$ cat config.mk
export PLATFORM = sky130hd
export DESIGN_NAME = serial_add_ctrl
export DESIGN_NICKNAME = d
export VERILOG_FILES = /design/src/rtl/serial_add_ctrl.sv
export SDC_FILE = /design/constraint.sdc
export NUM_CORES = 1
export LEC_CHECK = 0
export ABC_CLOCK_PERIOD_IN_PS = 2400
export BUFFER_PORTS_ARGS = -buffer_cell sky130_fd_sc_hd__buf_4
export CAP_MARGIN = 20
export CORE_MARGIN = 3
export CORE_UTILIZATION = 40
export CTS_CLUSTER_DIAMETER = 100
export CTS_CLUSTER_SIZE = 25
export DETAILED_ROUTE_END_ITERATION = 10
export HOLD_SLACK_MARGIN = 0.08
export PLACE_DENSITY_LB_ADDON = 0.05
export SYNTH_ARGS = -nofsm -noshare
export SYNTH_HDL_FRONTEND = slang
export SYNTH_SLANG_ARGS = --single-unit
$ cat constraint.sdc
create_clock -name clk -period 2.4 [get_ports clk]
set_input_delay 0 -clock clk [delete_from_list [all_inputs] [get_ports clk]]
set_output_delay 0 -clock clk [all_outputs]
set_load 0.05 [all_outputs]
$ cat src/rtl/serial_add_ctrl.sv
// Bit-serial adder with its own sequencing FSM. It adds two WIDTH-bit operands LSB-first,
// one bit per clock, and hands counting off to an external bit counter via en_count/cnt_clr/compare.
//
// state | meaning
// IDLE  | waiting for start; counter held clear
// LOAD  | capture operands and carry-in; counter held clear
// SHIFT | one full-adder bit per cycle until the counter flags terminal count
// DONE  | one-cycle done strobe; result held
// ERR   | counter never flagged; raise sticky err
module serial_add_ctrl #(
    parameter int WIDTH = 8
) (
    input  logic             clk,
    input  logic             rst,
    input  logic             start,
    input  logic [WIDTH-1:0] a,
    input  logic [WIDTH-1:0] b,
    input  logic             cin,
    input  logic             compare,
    output logic             en_count,
    output logic             cnt_clr,
    output logic [WIDTH-1:0] sum,
    output logic             cout,
    output logic             busy,
    output logic             done,
    output logic             err
);

    localparam int CW = $clog2(WIDTH + 1);

    typedef enum logic [2:0] {
        S_IDLE,
        S_LOAD,
        S_SHIFT,
        S_DONE,
        S_ERR
    } state_t;

    state_t           state, state_nxt;
    logic [WIDTH-1:0] a_sh, b_sh;
    logic             carry;
    logic [CW-1:0]    shadow;
    logic             bit_s, bit_c;

    assign bit_s = a_sh[0] ^ b_sh[0] ^ carry;
    assign bit_c = (a_sh[0] & b_sh[0]) | (a_sh[0] & carry) | (b_sh[0] & carry);

    always_ff @(posedge clk or negedge rst) begin
        if (!rst) state <= S_IDLE;
        else      state <= state_nxt;
    end

    always_comb begin
        state_nxt = state;
        en_count  = 1'b0;
        cnt_clr   = 1'b0;
        busy      = 1'b0;
        done      = 1'b0;
        case (state)
            S_IDLE: begin
                cnt_clr = 1'b1;
                if (start) state_nxt = S_LOAD;
            end
            S_LOAD: begin
                cnt_clr   = 1'b1;
                busy      = 1'b1;
                state_nxt = S_SHIFT;
            end
            S_SHIFT: begin
                busy = 1'b1;
                // The counter's flag wins over the shadow count, so an early flag ends the add.
                if (compare)                     state_nxt = S_DONE;
                else if (shadow < CW'(WIDTH))    en_count  = 1'b1;
                else                             state_nxt = S_ERR;
            end
            S_DONE: begin
                done      = 1'b1;
                state_nxt = S_IDLE;
            end
            S_ERR:   state_nxt = S_IDLE;
            default: state_nxt = S_IDLE;
        endcase
    end

    always_ff @(posedge clk or negedge rst) begin
        if (!rst) begin
            a_sh   <= '0;
            b_sh   <= '0;
            carry  <= 1'b0;
            shadow <= '0;
            sum    <= '0;
            cout   <= 1'b0;
            err    <= 1'b0;
        end else begin
            case (state)
                S_LOAD: begin
                    a_sh   <= a;
                    b_sh   <= b;
                    carry  <= cin;
                    shadow <= '0;
                    err    <= 1'b0;
                    sum    <= '0;
                end
                S_SHIFT: begin
                    if (en_count) begin
                        carry  <= bit_c;
                        sum    <= {bit_s, sum[WIDTH-1:1]};
                        a_sh   <= a_sh >> 1;
                        b_sh   <= b_sh >> 1;
                        shadow <= shadow + CW'(1);
                    end else if (compare) begin
                        cout <= carry;
                    end
                end
                S_ERR:   err <= 1'b1;
                default: ;
            endcase
        end
    end

endmodule

# Word level (Yosys, flattened, before mapping)
# Cells that the tools add are included.
dict set report op_classes {
  reduce_logical 8
  n_lt_le_gt_ge 1
  n_mux 21
  n_eq_ne 7
  add_sub_neg 1
  n_bitwise 8
}
# op count
set ops {}
lappend ops {{$pmux 8 s2} 3}
lappend ops {{$mux 8} 3}
lappend ops {{$mux 3} 3}
lappend ops {{$pmux 3 s3} 1}
lappend ops {{$pmux 4 s2} 1}
lappend ops {{$mux 1} 7}
lappend ops {{$eq 3x2->1 const B} 2}
lappend ops {{$add 4x1->4 const B} 1}
lappend ops {{$lt 4x4->1 const B} 1}
lappend ops {{$mux 4} 1}
lappend ops {{$ne 2x2->1 const B} 2}
lappend ops {{$pmux 1 s2} 2}
lappend ops {{$reduce_and 2->1} 2}
lappend ops {{$reduce_bool 2->1} 2}
lappend ops {{$reduce_or 2->1} 2}
lappend ops {{$and 1x1->1} 3}
lappend ops {{$eq 3x1->1 const B} 1}
lappend ops {{$eq 3x3->1 const B} 1}
lappend ops {{$logic_not 3->1} 1}
lappend ops {{$ne 3x3->1 const B} 1}
lappend ops {{$reduce_and 3->1} 1}
lappend ops {{$or 1x1->1} 2}
lappend ops {{$xor 1x1->1} 2}
lappend ops {{$not 1->1} 1}
dict set report word_totals {
  register_bits 34
  in_bits 21
  wordCells 54
}

# Depth between registers and ports, before layout
# Gate-level depths: netlist (run 1).
dict set report depth {
  ltp_word 6
  ltp_mapped 6
  mapped_depth_nobuf 5
}

# Worst setup path after synthesis (run 1)
# OpenSTA, ideal clock, no wires.
dict set report synth_path {
  path_kind {flip-flop to output port}
  startpoint {register state[0]}
  endpoint {output en_count}
  n_path_buf 2
  path_stages_with_launch 5
  t_arrival_ps 2178
  setup_slack_ps 222
  cell_sequence {dfrtp_1 > buf_2 > or3b_2 > clkbuf_1 > nor3_1}
}
dict set report synth_via {
  elab_chain_len 2
}
# item line_no
set synth_lines {}
lappend synth_lines {{start, declared} 39} ;# state_t state, state_nxt;
lappend synth_lines {{start signal, assigned} 50} ;# else state <= state_nxt;
lappend synth_lines {{$eq 3x2->1} 59} ;# case (state)
lappend synth_lines {{$mux 1} 59}
lappend synth_lines {{end, declared} 20} ;# output logic en_count,
# Every way passes these cells.

# Final worst setup path (run 1)
dict set report layout_path {
  startpoint {register state[1]}
  endpoint {register a_sh[3]}
}
dict set report layout_via {
  elab_chain_len 4
}
# item line_no
set layout_lines {}
lappend layout_lines {{$eq 3x2->1} {59, 95}}
lappend layout_lines {{$mux 1} 59}
lappend layout_lines {{$ne 2x2->1 (no source line)} --}
lappend layout_lines {{$reduce_and 2->1 (no source line)} --}
lappend layout_lines {{end signal, assigned} 108} ;# a_sh <= a_sh >> 1;
lappend layout_lines {{end, declared} 40} ;# logic [WIDTH-1:0] a_sh, b_sh;
# Several ways; a longest one is shown, not always the timed one.
# A chain may end at the register's enable or synchronous reset.

==> results.txt, run 1 <==
----------------------------------------------------
[Floorplanning]
  Die area ... 5190 um2
  Die height ... 72.0 um
  # rows ... 23
  Area inside the core boundary ... 4120 um2
  I/O Pins ... 35
  Horizontal die dimension ... 72.0 um
  Initial core utilization ... 42.4%

[Timing]
  Final Hold Violating Endpoints ... 0
  Count of pins over their slew limit ... 0
  Normalized max-slew margin ... 66.5%
  Share of the clock period used by the worst path ... 84.8%
  Minimum clock period ... 2.04 ns
  Final setup skew ... 0.00756 ns
  Peak Freq ... 491 MHz
  Fin Setup TNS ... 0 ns
  Setup repair after global routing missed its margin ... false
  Total setup violations reported at the end of the flow ... 0
  Worst slew pin tran ... 0.503 ns

[Pwr]
  Sequential power share ... 34.6%
  P_leak ... 1.06 nW
  Fraction of power consumed by the clock network ... 14.7%
  Total power divided by cell area ... 1170 nW/um2
  Worst-case vdd ir drop ... 439 uV
  Switch Pwr ... 0.00100 W
  Logic gate share of total power ... 50.7%
  Switching share of power ... 37.8%
  Overall power consumption ... 0.00265 W
  Power Internal ... 0.00165 W

[Clock tree]
  Count of buffers added by post-CTS timing repair for setup ... 0
  Clock slew at reported path FFs ... 0.07 ns
  Clk buf depth ... 2
  Count of hold buffers inserted by post-cts repair ... 16
  CTS tree ... yes
  Insertion delay to the later sink of the worst-skew pair ... 0.28 ns
  CTS Buf Count ... 5
  PostCTS Resize Cnt ... 0
  CTS root buffer ... clkbuf_8
  Sink Count ... 34
  Number of H-tree levels ... 2

[Global route]
  Overall overflow remaining after global route ... 0
  Wire length of the first global-routing pass ... 5.88 mm
  Largest net degree at the start of global routing ... 35
  Number of antenna violations at the first check in global routing ... 0
  Via count of the first global-routing pass ... 1307
  Total Routing Usage GR ... 14.6%

[Synth]
  Combined area of all synthesized cells ... 1740 um2
  Seq cells post-synth ... 34
  Mapped Cells ... 147
  Number of warning messages in the yosys log ... 0
  Number of library cell types mapped by synthesis ... 29
  Post-synthesis area per instance ... 11.9 um2
  Number of nets produced by synthesis ... 170
  Register area share after synthesis ... 48.8%

[Route]
  Number of detailed-routing iterations run before antenna repair ... 4
  Number of remaining DRC errors ... 0
  Routed via count divided by cell count ... 4.97
  Via count ... 1238
  Number of nets with antenna violations after detailed routing ... 0
  Final Routed Wirelength ... 3.47 mm
  Average wire per cell in the routed design ... 13.9 um
  Number of DRC violations after detailed-routing iteration 0 ... 99

[Final layout]
  Layout cells sized above 1 ... 36.2%
  Sequential cell area ... 851 um2
  Highest-count cells in the layout ignoring fill and taps ... buf_4 (36), dfrtp_1 (34), mux2_2 (20)
  Most frequent standard cell in the layout excluding fill and tap cells ... buf_4
  Number of nets in the final layout ... 222
  Final non-filler cell area ... 2280 um2
  Layout-stage area growth over the synthesis result ... 30.6%
  Multi-input gate area in the final layout ... 776 um2
  Count of antenna diodes in the layout ... 0
  Fillers ... 367

[Outcome]
  Status ... finished clean

[Critical path]
  Register-to-Register Path Depth ... 4
  Setup slack of the worst register-to-register path ... 0.36 ns
  Highest fanout seen on the critical path ... 27
  Setup crit end kind ... flop
  Type of the worst setup path ... flop to flop
  Crit path required time ... 2.56 ns
  CP startpoint kind ... flop
  Arrival time worst endpoint ... 2.19 ns

[Run]
  Total of max-cap violations ... 0

[Min path]
  Hold Crit Class ... input pin to flop
  Worst hold path stage count ... 3

[Place]
  GP Congestion ... 0.725
  Number of buffer cells added on primary ports ... 34
  Estimated wirelength of the detail-placed design ... 2.30 mm
  Cell Area, Placed ... 2040 um2

----------------------------------------------------
[final timing paths]
kind,from,endpoint
worst min register to register,err,err
worst max register to register,state[1],a_sh[3]
worst max-delay path,state[1],a_sh[3]
min in group asynchronous,rst,err
max in group asynchronous,rst,a_sh[4]
worst min-delay path,b[3],b_sh[3]
[worst max-delay path, cell delays in order, from the launching register on]
cell	delay (ns)
dfrtp_1	0.59
or4b_4	0.53
a21oi_4	0.19
buf_12	0.23
mux2_2	0.36
[final cells by class]
class | count | area share, %
Sequential cell | 34 | 37.4
Inverter | 16 | 2.64
Timing Repair Buffer | 53 | 19.8
Clock buffer | 7 | 3.35
Tap cell | 50 | 2.75
Multi-Input combinational cell | 89 | 34.1
[layer usage]
layer	vias to the layer above	routed length, um	GRT usage, %	part of all wire (%)
met4	0	71	7.93	2.0
li1	596	-	-	-
met1	599	1440	17.8	42
met2	35	1780	23.6	51
met3	8	172	3.88	5.0
met5	-	0	0	0
[kinds of logic after synthesis]
family                     Yosys count  share of synthesized area [%]
buffers and inverters               24                           7.03
adders and majority gates            2                           1.87
muxes                               43                           27.9
and+or+nand+nor                     34                           10.6
DFF                                 34                           48.8
AOI/OAI and AO/OA                   10                           3.88
[power by group through the flow]
stage | clock network [W] | registers, W | logic, W
floorplan | 0 | 0.000959 | 0.00101
global placement | 0 | 0.000911 | 0.00129
detailed placement | 0 | 0.000925 | 0.00134
CTS | 0.000408 | 0.000917 | 0.00137
global route | 0.000429 | 0.000946 | 0.00145
finish | 0.000391 | 0.000917 | 0.00135
[registers in the layout, summed over array words and instances, names as in the netlist]
| name | flops |
|---|---|
| state | 3 |
| err | 1 |
| b_sh | 8 |
| cout | 1 |
| carry | 1 |
| shadow | 4 |
| sum | 8 |
| a_sh | 8 |
[metrics by stage]
stage,cells,setup slack (ns),util (%),hold slack (ns)
finish,249,0.364,55.3,0.0935
global route,249,0.286,55.3,0.0848
CTS,249,0.381,55.3,0.0837
detailed placement,226,0.398,49.6,-0.0216
global placement,226,0.464,49.6,-0.0287
floorplan,147,0.222,-,-0.296
[cell usage after synthesis (all sizes together)]
cell,instances,share of area [%]
or3b,1,0.50
dfrtp,34,49
buf,5,2.9
o21ai,4,1.1
nand2b,4,1.4
fa,1,1.1
or4b,1,0.79
nand4,1,0.36
and3b,1,0.50
clkbuf,3,0.65
nor3,3,0.86
a311o,1,0.57
a21oi,4,1.8
nor4bb,1,0.57
mux2,26,18
nand2,13,2.8
and2,1,0.36
nand3,2,0.57
nor3b,1,0.72
a31oi,1,0.36
nor2,5,1.1
inv,16,3.4
mux2i,17,9.8
ha,1,0.72
No activity file was read; power rests on OpenSTA's default activity.
==> inputs of run 2 (changes only) <==
--- a/config.mk
+++ b/config.mk
@@ -5,7 +5,7 @@
 export SDC_FILE = /design/constraint.sdc
 export NUM_CORES = 1
 export LEC_CHECK = 0
-export ABC_CLOCK_PERIOD_IN_PS = 2400
+export ABC_CLOCK_PERIOD_IN_PS = 1700
 export BUFFER_PORTS_ARGS = -buffer_cell sky130_fd_sc_hd__buf_4
 export CAP_MARGIN = 20
 export CORE_MARGIN = 3
==> constraint.sdc (replaced) <==
create_clock -name clk -period 1.7 [get_ports clk]
set_input_delay 0 -clock clk [delete_from_list [all_inputs] [get_ports clk]]
set_output_delay 0 -clock clk [all_outputs]
set_load 0.05 [all_outputs]
==> run 2 against run 1 <==
The flow now finishes with violations (negative setup slack). Sequential power is 35% higher. Core utilization is 6.1 points higher. Routed wire length is 3.5% higher. Largest cell class unchanged. Hold slack worse by 0.0053 ns. Critical endpoint is now a_sh[5].
==> results.txt, run 2 (synthesized netlist as in run 1, its figures left out) <==
----------------------------------------------------
[Outcome]
  Status ... complete, but fails checks (was finished clean)
  Failing checks ... negative setup slack

[Global route]
  Total Routing Usage GR ... 14.2% (was 14.6%)
  Overall overflow remaining after global route ... 0 (unchanged)
  Wire length of the first global-routing pass ... 5.71 mm (was 5.88 mm)
  Number of antenna violations at the first check in global routing ... 0 (unchanged)
  Largest net degree at the start of global routing ... 35 (unchanged)
  Via count of the first global-routing pass ... 1243 (was 1307)

[Place]
  Number of buffer cells added on primary ports ... 34 (unchanged)
  Estimated wirelength of the detail-placed design ... 2.26 mm (was 2.30 mm)
  Setup slack at placement ... -0.0392 ns (was 0.398 ns)
  GP Congestion ... 0.775 (was 0.725)

[Route]
  Routed via count divided by cell count ... 4.75 (was 4.97)
  Number of DRC violations after detailed-routing iteration 0 ... 56 (was 99)
  Via count ... 1282 (was 1238)
  Final Routed Wirelength ... 3.59 mm (was 3.47 mm)
  Number of detailed-routing iterations run before antenna repair ... 4 (unchanged)
  Met1 routed wirelength after detailed routing ... 1.72 mm (was 1.44 mm)
  Met3 layer wire length in the routed design ... 135 um (was 172 um)
  Number of remaining DRC errors ... 0 (unchanged)
  Highest routing layer actually used ... met4 (unchanged)
  Number of nets with antenna violations after detailed routing ... 0 (unchanged)
  Detailed route wirelength on metal2 ... 1.71 mm (was 1.78 mm)
  Average wire per cell in the routed design ... 13.3 um (was 13.9 um)

[Final layout]
  Number of nets in the final layout ... 242 (was 222)
  Count of antenna diodes in the layout ... 0 (unchanged)
  Layout cells sized above 1 ... 42.7% (was 36.2%)
  Most frequent standard cell in the layout excluding fill and tap cells ... buf_4 (unchanged)
  Sequential cell area ... 851 um2 (unchanged)
  Top Registers ... a_sh (8), b_sh (8), sum (8) (unchanged)
  Highest-count cells in the layout ignoring fill and taps ... buf_4 (48), dfrtp_1 (34), mux2_2 (19) (was buf_4 (36), dfrtp_1 (34), mux2_2 (20))
  Fillers ... 330 (was 367)
  Multi-input gate area in the final layout ... 795 um2 (was 776 um2)
  Final Core Density ... 61.4% (was 55.3%)
  Layout-stage area growth over the synthesis result ... 45.0% (was 30.6%)

[Floorplanning]
  Area inside the core boundary ... 4120 um2 (unchanged)
  # rows ... 23 (unchanged)
  Horizontal die dimension ... 72.0 um (unchanged)
  Die height ... 72.0 um (unchanged)
  I/O Pins ... 35 (unchanged)
  Die area ... 5190 um2 (unchanged)
  Initial core utilization ... 42.4% (unchanged)

[Clock tree]
  Clk buf depth ... 2 (unchanged)
  Sink Count ... 34 (unchanged)
  CTS tree ... yes (unchanged)
  Number of H-tree levels ... 2 (unchanged)
  CTS root buffer ... clkbuf_8 (unchanged)
  Insertion delay to the later sink of the worst-skew pair ... 0.28 ns (about the same)
  CTS Buf Count ... 5 (unchanged)
  Clock slew at reported path FFs ... 0.08 ns (was 0.07 ns)

[Timing]
  Count of pins over their slew limit ... 0 (unchanged)
  Share of the clock period used by the worst path ... 103% (was 84.8%)
  Final setup skew ... 0.0106 ns (was 0.00756 ns)
  Setup repair after global routing missed its margin ... true (was false)
  Setup slack after layout ... -0.0552 ns (was 0.364 ns)
  Total setup violations reported at the end of the flow ... 12 (was 0)
  Minimum clock period ... 1.76 ns (was 2.04 ns)
  Final Hold Violating Endpoints ... 0 (unchanged)
  Peak Freq ... 570 MHz (was 491 MHz)
  Normalized max-slew margin ... 69.9% (was 66.5%)
  Worst slew pin tran ... 0.451 ns (was 0.503 ns)

[Min path]
  Worst hold path stage count ... 4 (was 3)
  Hold Crit Class ... input pin to flop (unchanged)

[Pwr]
  P_leak ... 1.20 nW (was 1.06 nW)
  Worst-case vdd ir drop ... 663 uV (was 439 uV)
  Total power divided by cell area ... 1700 nW/um2 (was 1170 nW/um2)

[Critical path]
  Highest fanout seen on the critical path ... 8 (was 27)
  Arrival time worst endpoint ... 1.92 ns (was 2.19 ns)
  Setup crit end kind ... flop (unchanged)
  CP startpoint kind ... flop (unchanged)
  Crit path required time ... 1.86 ns (was 2.56 ns)
  Type of the worst setup path ... flop to flop (unchanged)
  Register-to-Register Path Depth ... 6 (was 4)

[Run]
  Total of max-cap violations ... 0 (unchanged)

----------------------------------------------------
[run 2: path summary, 6_finish.rpt]
check	endpoint	from	slack [ns]
min in group asynchronous	err	rst	0.20
worst max-delay path	a_sh[5]	state[0]	-0.06
worst min-delay path	shadow[0]	compare	0.09
worst max register to register	a_sh[5]	state[0]	-0.06
worst min register to register	b_sh[6]	b_sh[6]	0.50
max in group asynchronous	a_sh[3]	rst	1.17
[run 2: worst max-delay path, stage by stage, from the launching register on]
cell,delay (ns)
dfrtp_1,0.38
buf_4,0.16
nor3b_4,0.22
buf_6,0.15
clkbuf_16,0.15
mux2_2,0.32
mux2_2,0.25
[run 2: through the flow]
stage,hold WS (ns),std cells,TNS [ns],power [W],cell area [um2]
floorplan,-0.296,147,-0.603,0.00281,1760
global placement,-0.0286,235,0,0.00328,2120
detailed placement,-0.0173,235,-0.275,0.00334,2120
CTS,0.0817,260,-0.235,0.00403,2400
global route,0.0887,270,-1.14,0.00456,2530
finish,0.0882,270,-0.473,0.00429,2530
[run 2: where the power goes]
part / switching, W / internal, W
Sequential: 0.000143 / 0.00110
Combinational: 0.00109 / 0.00134
Clock: 0.000289 / 0.000327
Total: 0.00152 / 0.00277
[run 2: per-layer routing]
layer  up-vias  track usage, %
met5         -               0
met3         4            4.71
met2        24            21.9
met4         0            5.01
li1        637               -
met1       617            18.8
[run 2: final cells by class]
type,instances,area share [%]
Sequential cell,34,33.7
Multi-Input combinational cell,89,31.4
Timing Repair Buffer,73,26.4
Clock buffer,7,3.42
Tap cell,50,2.48
Inverter,16,2.38
Clock inverter,1,0.198
[run 2: timing repair]
action,CTS,global route
gates resized for setup,3,4
setup endpoints to repair,15,25
hold buffers,17,1
setup buffers,0,7
endpoints found under the hold margin,50,1
cloned,0,2
==> inputs of run 3 (changes only) <==
--- a/config.mk
+++ b/config.mk
@@ -8,6 +8,7 @@
 export ABC_CLOCK_PERIOD_IN_PS = 1700
 export BUFFER_PORTS_ARGS = -buffer_cell sky130_fd_sc_hd__buf_4
 export CAP_MARGIN = 20
+export CORE_ASPECT_RATIO = 0.6
 export CORE_MARGIN = 3
 export CORE_UTILIZATION = 40
 export CTS_CLUSTER_DIAMETER = 100
==> run 3 against run 2 <==
The flow still finishes with violations (negative setup slack). Sequential cell count stayed put. Cell count is 2.2% lower. Via count is 4.7% lower. Core utilization is 0.45 points lower.
==> results.txt, run 3 (synthesized netlist as in run 1, its figures left out) <==
----------------------------------------------------
[Outcome]
  Status ... complete, but fails checks (unchanged)
  Failing checks ... negative setup slack (unchanged)

[Timing]
  Count of pins over their slew limit ... 0 (unchanged)
  Share of the clock period used by the worst path ... 102% (was 103%)
  Worst slew pin tran ... 0.423 ns (was 0.451 ns)
  Final Hold Violating Endpoints ... 0 (unchanged)
  Setup slack after layout ... -0.0319 ns (was -0.0552 ns)
  Setup repair after global routing missed its margin ... true (unchanged)
  Normalized max-slew margin ... 71.8% (was 69.9%)
  Total setup violations reported at the end of the flow ... 12 (unchanged)
  Final setup skew ... 0.00492 ns (was 0.0106 ns)
  Hold WS ... 0.0847 ns (was 0.0882 ns)
  Peak Freq ... 577 MHz (was 570 MHz)
  Minimum clock period ... 1.73 ns (was 1.76 ns)

[Critical path]
  Cell breakdown of the critical path ... or4b_4 > a21oi_4 > buf_12 > mux2_2 (was buf_4 > nor3b_4 > buf_6 > clkbuf_16 > mux2_2 > mux2_2)
  Type of the worst setup path ... flop to flop (unchanged)
  Arrival time worst endpoint ... 1.89 ns (was 1.92 ns)
  Crit path required time ... 1.86 ns (about the same)
  Total buffers and inverters traversed by the critical path ... 1 (was 3)
  Critical-path top delay cell ... or4b_4 (was dfrtp_1)
  Setup crit end kind ... flop (unchanged)
  Cell family with the largest share of critical-path delay ... simple AND/OR/NAND/NOR gates (was multiplexers)
  Slowest cell delay on critical path ... 0.53 ns (was 0.38 ns)
  CP startpoint kind ... flop (unchanged)
  Highest fanout seen on the critical path ... 16 (was 8)

[Route]
  Number of remaining DRC errors ... 0 (unchanged)
  Number of detailed-routing iterations run before antenna repair ... 4 (unchanged)
  Number of DRC violations after detailed-routing iteration 0 ... 19 (was 56)
  Final Routed Wirelength ... 3.36 mm (was 3.59 mm)
  Number of nets with antenna violations after detailed routing ... 0 (unchanged)
  Via count ... 1222 (was 1282)
  Average wire per cell in the routed design ... 12.7 um (was 13.3 um)
  Routed via count divided by cell count ... 4.63 (was 4.75)

[Min path]
  Hold Crit Class ... input pin to flop (unchanged)

[Pwr]
  Worst-case vdd ir drop ... 937 uV (was 663 uV)
  Overall power consumption ... 0.00402 W (was 0.00429 W)
  P_leak ... 1.13 nW (was 1.20 nW)
  Total power divided by cell area ... 1680 nW/um2 (was 1700 nW/um2)

[Global route]
  Wire length of the first global-routing pass ... 5.98 mm (was 5.71 mm)
  Largest net degree at the start of global routing ... 35 (unchanged)
  Via count of the first global-routing pass ... 1288 (was 1243)
  Total Routing Usage GR ... 14.5% (was 14.2%)
  Overall overflow remaining after global route ... 0 (unchanged)
  Number of antenna violations at the first check in global routing ... 0 (unchanged)

[Clock tree]
  Clk buf depth ... 2 (unchanged)
  CTS root buffer ... clkbuf_8 (unchanged)
  CTS tree ... yes (unchanged)
  Clock slew at reported path FFs ... 0.07 ns (was 0.08 ns)
  Sink Count ... 34 (unchanged)
  CTS Buf Count ... 5 (unchanged)
  Number of H-tree levels ... 2 (unchanged)
  Insertion delay to the later sink of the worst-skew pair ... 0.28 ns (about the same)

[Floorplanning]
  Horizontal die dimension ... 91.2 um (was 72.0 um)
  # rows ... 17 (was 23)
  Area inside the core boundary ... 3910 um2 (was 4120 um2)
  Initial core utilization ... 44.5% (was 42.4%)
  I/O Pins ... 35 (unchanged)
  Die area ... 5210 um2 (was 5190 um2)
  Die height ... 57.1 um (was 72.0 um)

[Place]
  Estimated wirelength of the detail-placed design ... 2.41 mm (was 2.26 mm)
  Setup slack at placement ... -0.0350 ns (was -0.0392 ns)
  Number of buffer cells added on primary ports ... 34 (unchanged)
  Cell Area, Placed ... 2130 um2 (was 2120 um2)
  GP Congestion ... 0.709 (was 0.775)

[Final layout]
  Number of nets in the final layout ... 229 (was 242)
  Layout cells sized above 1 ... 41.5% (was 42.7%)
  Fillers ... 328 (was 330)
  Most frequent standard cell in the layout excluding fill and tap cells ... buf_4 (unchanged)
  Final non-filler cell area ... 2390 um2 (was 2530 um2)
  Final Core Density ... 61.0% (was 61.4%)
  Count of antenna diodes in the layout ... 0 (unchanged)
  Top Registers ... a_sh (8), b_sh (8), sum (8) (unchanged)
  Highest-count cells in the layout ignoring fill and taps ... buf_4 (41), dfrtp_1 (34), mux2_2 (19) (was buf_4 (48), dfrtp_1 (34), mux2_2 (19))
  Layout-stage area growth over the synthesis result ... 36.9% (was 45.0%)

[Run]
  Total of max-cap violations ... 0 (unchanged)

----------------------------------------------------
-- run 3: cell types whose count changed in the layout (fill, tap and decap cells not counted) --
cell,before,now
buf_12,2,1
buf_4,48,41
buf_6,2,3
buf_8,1,2
clkbuf_16,2,0
dlygate4sd3_1,18,13
mux2i_1,17,16
mux2i_2,0,1
nand2b_1,3,4
nand2b_4,1,0
-- run 3: worst paths after layout --
kind	end	slack, ns	cells past startpoint	start
worst max register to register	a_sh[4]	-0.03	4	state[0]
worst min-delay path	b_sh[2]	0.08	3	b[2]
max in group asynchronous	sum[6]	1.19	2	rst
worst min register to register	err	0.49	2	err
min in group asynchronous	err	0.21	2	rst
worst max-delay path	a_sh[4]	-0.03	4	state[0]
-- run 3: power by group --
part           switching (W)  internal, W  leakage, nW
Combinational        0.00103      0.00113        0.647
Clock               0.000270     0.000326       0.0482
Sequential          0.000153      0.00110        0.430
Total                0.00145      0.00256         1.13
-- run 3: layout make-up --
cell class | instances | area [um2] | area share, %
timing repair buffer | 60 | 522 | 21.9
tap | 57 | 71.3 | 2.99
clock buffer | 7 | 86.3 | 3.62
clock inverter | 1 | 5.00 | 0.210
inverter | 16 | 60.1 | 2.52
multi-input combinational | 89 | 791 | 33.1
sequential | 34 | 851 | 35.7
-- run 3: stage by stage --
step	TNS [ns]	instances
2_1_floorplan	-0.603	147
3_3_place_gp	0	243
3_5_place_dp	-0.230	243
4_1_cts	-0.244	263
5_1_grt	-1.63	264
6_report	-0.198	264
-- run 3: tightest hold or removal path, stage by stage --
cell and delay, ns:
buf_4 0.07, mux2_2 0.13, mux2_4 0.13
-- run 3: routing by layer --
layer / track usage (%) / part of all wire (%) / vias up
met2: 23.0 / 43 / 31
li1: - / - / 608
met3: 5.14 / 5.7 / 5
met5: 0 / 0 / -
met1: 19.1 / 51 / 578
met4: 3.86 / 0.68 / 0
-- run 3: repair_timing --
| item | in CTS | in global routing |
|---|---|---|
| endpoints found under the setup margin | 21 | 26 |
| buffers inserted | 0 | 0 |
| gates cloned | 0 | 0 |
| endpoints found under the hold margin | 45 | 1 |
| gates resized for setup | 3 | 7 |
| hold buffers | 12 | 1 |
